File: src/rtl/pipe_stage_skid_pkg.sv
// pipe_pkg: definitions shared by the pipeline stage register and its
// helpers.
//   - Occupancy encodings for the 2-entry skid stage.
//   - Default payload width and the bubble (NOP) payload.
//   - Default performance counter width.
//   - A helper that maps the two entry valid bits to an occupancy code.
package pipe_pkg;

  localparam logic [1:0] OCC_EMPTY = 2'd0;
  localparam logic [1:0] OCC_ONE   = 2'd1;
  localparam logic [1:0] OCC_FULL  = 2'd2;

  localparam int DEFAULT_DATA_W = 128;
  localparam logic [DEFAULT_DATA_W-1:0] DEFAULT_NOP = '0;
  localparam int DEFAULT_CNT_W  = 32;

  // The skid entry is only ever valid behind a valid main entry, so
  // {s_valid=1, m_valid=0} cannot occur.  It is mapped to ONE so that the
  // function is total.
  function automatic logic [1:0] occ_of(input logic m_valid, input logic s_valid);
    logic [1:0] occ;
    case ({m_valid, s_valid})
      2'b00:   occ = OCC_EMPTY;
      2'b11:   occ = OCC_FULL;
      default: occ = OCC_ONE;
    endcase
    return occ;
  endfunction

endpackage

File: src/rtl/pipe_stage_skid_sat_counter.sv
// sat_counter: free-running event counter that saturates at all-ones.
// Ports:
//   clk   - clock
//   rst   - synchronous active-high reset, clears the count
//   inc   - count one event on this clock edge
//   count - current count value (W bits)
module sat_counter #(
  parameter int W = 32
) (
  input  logic         clk,
  input  logic         rst,
  input  logic         inc,
  output logic [W-1:0] count
);

  logic [W-1:0] count_q;
  logic [W-1:0] count_d;

  always_comb begin
    count_d = count_q;
    // Stick at all-ones; the counter must never wrap back to zero.
    if (inc && (count_q != {W{1'b1}})) begin
      count_d = count_q + {{(W-1){1'b0}}, 1'b1};
    end
  end

  always_ff @(posedge clk) begin
    if (rst) begin
      count_q <= '0;
    end else begin
      count_q <= count_d;
    end
  end

  assign count = count_q;

endmodule

File: src/rtl/pipe_stage_skid.sv
// pipe_stage_skid: valid/ready pipeline stage register with a 2-entry skid
// buffer, flush with delay-slot survival, bubble injection, and
// starvation/back-pressure counters.
// Ports:
//   clk, rst          - clock, synchronous active-high reset
//   flush             - discard every entry that does not have keep set
//   in_valid/in_ready - upstream handshake (in_ready is registered)
//   in_data, in_keep  - upstream payload and its survive-flush flag
//   out_valid/out_ready - downstream handshake (out_valid is registered)
//   out_data          - head payload, or NOP_VALUE when empty
//   occupancy         - number of valid entries (0..2)
//   bubble_cnt        - cycles the downstream was ready but starved
//   stall_cnt         - cycles the downstream held off a valid payload
module pipe_stage_skid
  import pipe_pkg::*;
#(
  parameter int                DATA_W    = DEFAULT_DATA_W,
  parameter logic [DATA_W-1:0] NOP_VALUE = {DATA_W{1'b0}},
  parameter int                CNT_W     = DEFAULT_CNT_W
) (
  input  logic              clk,
  input  logic              rst,
  input  logic              flush,
  input  logic              in_valid,
  output logic              in_ready,
  input  logic [DATA_W-1:0] in_data,
  input  logic              in_keep,
  output logic              out_valid,
  input  logic              out_ready,
  output logic [DATA_W-1:0] out_data,
  output logic [1:0]        occupancy,
  output logic [CNT_W-1:0]  bubble_cnt,
  output logic [CNT_W-1:0]  stall_cnt
);

  // Main (head) entry and skid entry.
  logic              m_valid_q, m_valid_d;
  logic              m_keep_q,  m_keep_d;
  logic [DATA_W-1:0] m_data_q,  m_data_d;
  logic              s_valid_q, s_valid_d;
  logic              s_keep_q,  s_keep_d;
  logic [DATA_W-1:0] s_data_q,  s_data_d;

  logic accept;
  logic fire;

  // Ordered candidates for next-cycle storage: [0] head left after the
  // fire, [1] skid left after the fire, [2] accepted input.
  logic [2:0]        cand_v;
  logic [2:0]        cand_k;
  logic [DATA_W-1:0] cand_d [3];
  logic [2:0]        survive;

  assign accept = in_valid & in_ready & ~rst;
  assign fire   = out_valid & out_ready;

  always_comb begin
    // When the head fires, the skid entry moves up to candidate 0.
    cand_v[0] = fire ? s_valid_q : m_valid_q;
    cand_k[0] = fire ? s_keep_q  : m_keep_q;
    cand_d[0] = fire ? s_data_q  : m_data_q;
    cand_v[1] = s_valid_q & ~fire;
    cand_k[1] = s_keep_q;
    cand_d[1] = s_data_q;
    cand_v[2] = accept;
    cand_k[2] = in_keep;
    cand_d[2] = in_data;
  end

  // Outside a flush every live candidate survives; during a flush only those
  // marked keep survive.
  genvar gi;
  generate
    for (gi = 0; gi < 3; gi++) begin : g_survive
      assign survive[gi] = cand_v[gi] & (~flush | cand_k[gi]);
    end
  endgenerate

  // Compact the survivors in order into M then S.  At most two candidates
  // are ever live because a full stage cannot accept, so nothing is lost.
  always_comb begin
    m_valid_d = 1'b0;
    m_keep_d  = 1'b0;
    m_data_d  = NOP_VALUE;
    s_valid_d = 1'b0;
    s_keep_d  = 1'b0;
    s_data_d  = NOP_VALUE;
    for (int i = 0; i < 3; i++) begin
      if (survive[i]) begin
        if (!m_valid_d) begin
          m_valid_d = 1'b1;
          m_keep_d  = cand_k[i];
          m_data_d  = cand_d[i];
        end else if (!s_valid_d) begin
          s_valid_d = 1'b1;
          s_keep_d  = cand_k[i];
          s_data_d  = cand_d[i];
        end
      end
    end
  end

  always_ff @(posedge clk) begin
    if (rst) begin
      m_valid_q <= 1'b0;
      m_keep_q  <= 1'b0;
      m_data_q  <= NOP_VALUE;
      s_valid_q <= 1'b0;
      s_keep_q  <= 1'b0;
      s_data_q  <= NOP_VALUE;
    end else begin
      m_valid_q <= m_valid_d;
      m_keep_q  <= m_keep_d;
      m_data_q  <= m_data_d;
      s_valid_q <= s_valid_d;
      s_keep_q  <= s_keep_d;
      s_data_q  <= s_data_d;
    end
  end

  // All outputs come straight from registers.
  assign out_valid = m_valid_q;
  assign out_data  = m_valid_q ? m_data_q : NOP_VALUE;
  assign in_ready  = ~s_valid_q;
  assign occupancy = occ_of(m_valid_q, s_valid_q);

  sat_counter #(
    .W(CNT_W)
  ) u_bubble_cnt (
    .clk  (clk),
    .rst  (rst),
    .inc  (~m_valid_q & out_ready),
    .count(bubble_cnt)
  );

  sat_counter #(
    .W(CNT_W)
  ) u_stall_cnt (
    .clk  (clk),
    .rst  (rst),
    .inc  (m_valid_q & ~out_ready),
    .count(stall_cnt)
  );

endmodule

File: config.mk
export PLATFORM = sky130hd
export DESIGN_NAME = pipe_stage_skid
export DESIGN_NICKNAME = d
export VERILOG_FILES = /design/src/rtl/pipe_stage_skid_pkg.sv /design/src/rtl/pipe_stage_skid_sat_counter.sv /design/src/rtl/pipe_stage_skid.sv
export SDC_FILE = /design/constraint.sdc
export NUM_CORES = 1
export LEC_CHECK = 0
export ABC_AREA = 0
export CAP_MARGIN = 20
export CORE_ASPECT_RATIO = 0.6
export CORE_MARGIN = 2
export CORE_UTILIZATION = 48
export DETAILED_ROUTE_END_ITERATION = 16
export PLACE_DENSITY = 0.78
export SLEW_MARGIN = 25
export SYNTH_ARGS = -nofsm -noshare
export SYNTH_HDL_FRONTEND = slang
export SYNTH_SLANG_ARGS = --single-unit
File: constraint.sdc
create_clock -name clk -period 2.4 [get_ports clk]
set_clock_uncertainty 0.1 [all_clocks]
set_input_delay 0.48 -clock clk [delete_from_list [all_inputs] [get_ports clk]]
set_output_delay 0.48 -clock clk [all_outputs]
set_load 0.1 [all_outputs]
==> impl_metrics.json <==
{
  "min_from": "rst",
  "r2r_cells": 7,
  "r2r-start": "u_stall_cnt.count[0]$_SDFFE_PP0P_",
  "grt_overflow_total": 0,
  "slew_headroom_pct": 56.0,
  "cts-hold-fix-buffers": 0,
  "powerDensity_nw_per_um2": 586,
  "grt_pass1_wl_mm": 68.9,
  "pwr-share-clk_pct": 43.5,
  "ios": 330,
  "tightest_slew_ns": 0.661,
  "vias": 13300,
  "cp.depth": 3,
  "synthArstFlopShare_pct": 0,
  "avgSynthCellArea_um2": 8.76,
  "fmax_ghz": 0.417,
  "cts_made_buffers": 31,
  "cts_tree": "built",
  "ys.flop_type": "dfxtp_1",
  "fin_area_um2": 20100,
  "area_growth_pct": 46.3,
  "rows": 47,
  "whs_endpoint": "out_valid$_SDFF_PP0_",
  "die_w_um": 222,
  "synth_cell_types": 57,
  "synth_area_um2": 13700,
  "setup_violations": 0,
  "cp-start-kind": "flop",
  "htreeDepth": 1,
  "reg2reg_slack_ns": 0.13,
  "fin_crit_ns": 2.40,
  "cellLeakagePower_nw": 7.71,
  "start_util_pct": 49.3,
  "final_util_pct": 72.1,
  "critPathCaptureType": "output port",
  "coreArea_um2": 27900,
  "synth.ff_latch_count": 324,
  "clk_path_buf_depth": 3,
  "clock-sinks": 324,
  "holdPathStages": 4,
  "drtPass1Iterations": 5,
  "routabilityCongestion": 0.854,
  "fin_nets": 1983,
  "drive_gt1_share_pct": 27.3,
  "insertion_delay_ns": 0.57,
  "antenna_found_initial": 5,
  "min_period_over_period_pct": 100,
  "crit_buf_inv": 2,
  "via_per_inst": 5.93,
  "hpwl_mm": 29.6,
  "yosysWarnings": 0,
  "synth-seq-area-share_pct": 47.2,
  "p_seq_share_pct": 47.3,
  "die_h_um": 135,
  "wire_per_inst_um": 19.8,
  "p_comb_share_pct": 9.2,
  "timing.rr.end": "u_stall_cnt.count[1]$_SDFFE_PP0P_",
  "worstHoldPathType": "input pin to flop",
  "crit_chain": "buf_16 -> and2_2 -> buf_12",
  "synth_cells": 1568,
  "rsz0062_at_grt": "true",
  "path_max_fanout": 92,
  "postSynthNetCount": 1705,
  "worst_path_max_delay_cell": "dfxtp_4",
  "cap_violations": 0,
  "cpPeakStageDelay_ns": 0.42,
  "port_buffers": 329,
  "drt_iter0_markers": 1320,
  "p_int_w": 0.00895,
  "grt_max_degree": 127,
  "status": "finished clean",
  "grt_usage_pct": 28.4,
  "ir_drop_mv": 0.520,
  "finalHoldViolations": 0,
  "critPathArrivalTime_ns": 1.82,
  "required_ns": 1.82,
  "synth-edff-count": 0,
  "postPlaceCellArea_um2": 19000,
  "crit_family": "buffers and inverters",
  "p_switching_w": 0.00282,
  "slew_viol_final": 0,
  "dieArea_um2": 30000,
  "clk_pin_slew_worst_paths_ns": 0.07,
  "route.detailed.drc": 0,
  "drt-total-wl_mm": 44.2,
  "clockRootBuffer": "clkbuf_16",
  "switching_share_pct": 23.9,
  "postRouteAntennaNets": 0,
  "grt_pass1_vias": 12500,
  "path_class": "flop to output port",
  "n_fill_cell": 2063
}
synthesized netlist by cell type, drive strengths merged, types with 4 or more instances:
master	n	share of area (%)
or2	4	0.18
and2	131	6.0
nor2	249	6.8
nor4	7	0.36
nor3	104	3.9
nand2	59	1.6
and4	11	0.70
a22oi	129	7.1
mux2i	35	2.6
and3	6	0.27
or3	32	1.5
o21ai	72	2.6
nand3	24	0.87
o31ai	11	0.84
mux2	7	0.57
nor2b	10	0.46
inv	7	0.19
nand4	21	1.1
dfxtp	324	47
xnor2	6	0.38
or4	9	0.49
buf	46	2.0
a21oi	43	1.6
a221oi	94	6.0
clkbuf	93	2.5
nor4b	4	0.35
metrics by stage:
step / TNS [ns] / total power [W] / std cells / worst slack, ns / hold slack [ns]
after floorplan: 0 / 0.00625 / 1568 / 0.000718 / 0.364
after global placement: -0.276 / 0.00672 / 2178 / -0.146 / 0.365
after detailed placement: -0.470 / 0.00676 / 2178 / -0.140 / 0.374
after CTS: 0 / 0.0118 / 2233 / 0.00555 / 0.323
after global routing: -1.07 / 0.0121 / 2236 / -0.0393 / 0.362
final: 0 / 0.0118 / 2237 / 0.000763 / 0.332
worst max path at each step:
stage | start | end | slack, ns
finish | out_valid$_SDFF_PP0_ | out_data[35] | 0.0008
global route | out_valid$_SDFF_PP0_ | out_data[87] | -0.04
CTS | out_valid$_SDFF_PP0_ | out_data[87] | 0.006
detailed placement | out_ready | u_bubble_cnt.count[28]$_SDFFE_PP0P_ | -0.14
global placement | out_ready | u_bubble_cnt.count[28]$_SDFFE_PP0P_ | -0.15
floorplan | u_bubble_cnt.count[0]$_SDFFE_PP0P_ | u_bubble_cnt.count[28]$_SDFFE_PP0P_ | 0.0007
cell usage in the layout, fill, tap and decap left out, types with 10 or more instances in the layout:
cell type / instances
a21oi_1: 43
o21ai_0: 54
nor3_1: 102
and4_1: 11
mux2i_1: 35
nand3_1: 24
dfxtp_1: 260
o21ai_1: 17
nor2_1: 248
nand4_1: 19
and2_2: 121
buf_12: 154
a22oi_1: 129
buf_4: 97
and2_1: 10
clkdlybuf4s50_1: 132
a221oi_1: 94
dfxtp_2: 63
nand2_1: 59
or3_1: 32
clkbuf_16: 31
nor2b_1: 10
kinds of logic after synthesis:
| logic type | synth area share (%) |
|---|---|
| AO/OA/AOI/OAI | 19.1 |
| AND/OR/NAND/NOR | 25.0 |
| adder cells (fa/ha/maj) | 0.273 |
| XOR/XNOR | 0.574 |
| buffers and inverters | 4.72 |
| flip-flops | 47.2 |
| multiplexers | 3.13 |
state kept, by name, indices dropped and copies added, names as in the netlist:
register / count
out_valid: 1
m_data_q: 128
s_keep_q: 1
u_stall_cnt.count: 32
u_bubble_cnt.count: 32
m_keep_q: 1
s_data_q: 128
s_valid_q: 1
layer usage:
layer / GRT usage [%] / vias to the layer above / wire [um]
li1: - / 6234 / -
met1: 39.6 / 6439 / 19700
met2: 44.8 / 507 / 20300
met3: 5.98 / 83 / 3220
met4: 7.38 / 4 / 1020
met5: 0 / - / 21
power by group through the flow:
stage	clock, W	combinational (W)	sequential, W
4_1_cts	0.00518	0.00107	0.00557
5_1_grt	0.00539	0.00115	0.00558
3_5_place_dp	0	0.00107	0.00569
3_3_place_gp	0	0.00104	0.00568
2_1_floorplan	0	0.000539	0.00571
6_report	0.00512	0.00108	0.00557
timing repair:
action,4_1_cts,5_1_grt
resized for setup,1,1
setup buffers,0,2
hold endpoints to repair,0,0
endpoints found under the setup margin,2,76
pin swaps,0,1
layout make-up:
cell class / instances / area, um2 / area share, %
multi-input cells: 1098 / 6800 / 33.9
flip-flops and latches: 324 / 6570 / 32.7
repair buffers: 384 / 5160 / 25.7
clock buffers: 41 / 903 / 4.50
well taps: 367 / 459 / 2.29
clock inverters: 14 / 165 / 0.822
inverters: 7 / 26.3 / 0.131
diodes: 2 / 5.00 / 0.0249
worst register-to-register path, stage by stage (launching register included):
cell	delay, ns
dfxtp_2	0.39
ha_1	0.21
and3_1	0.25
nand3_1	0.22
o31ai_4	0.45
buf_4	0.25
mux2i_1	0.20
nor2_1	0.06
No activity file was read; power rests on OpenSTA's default activity.
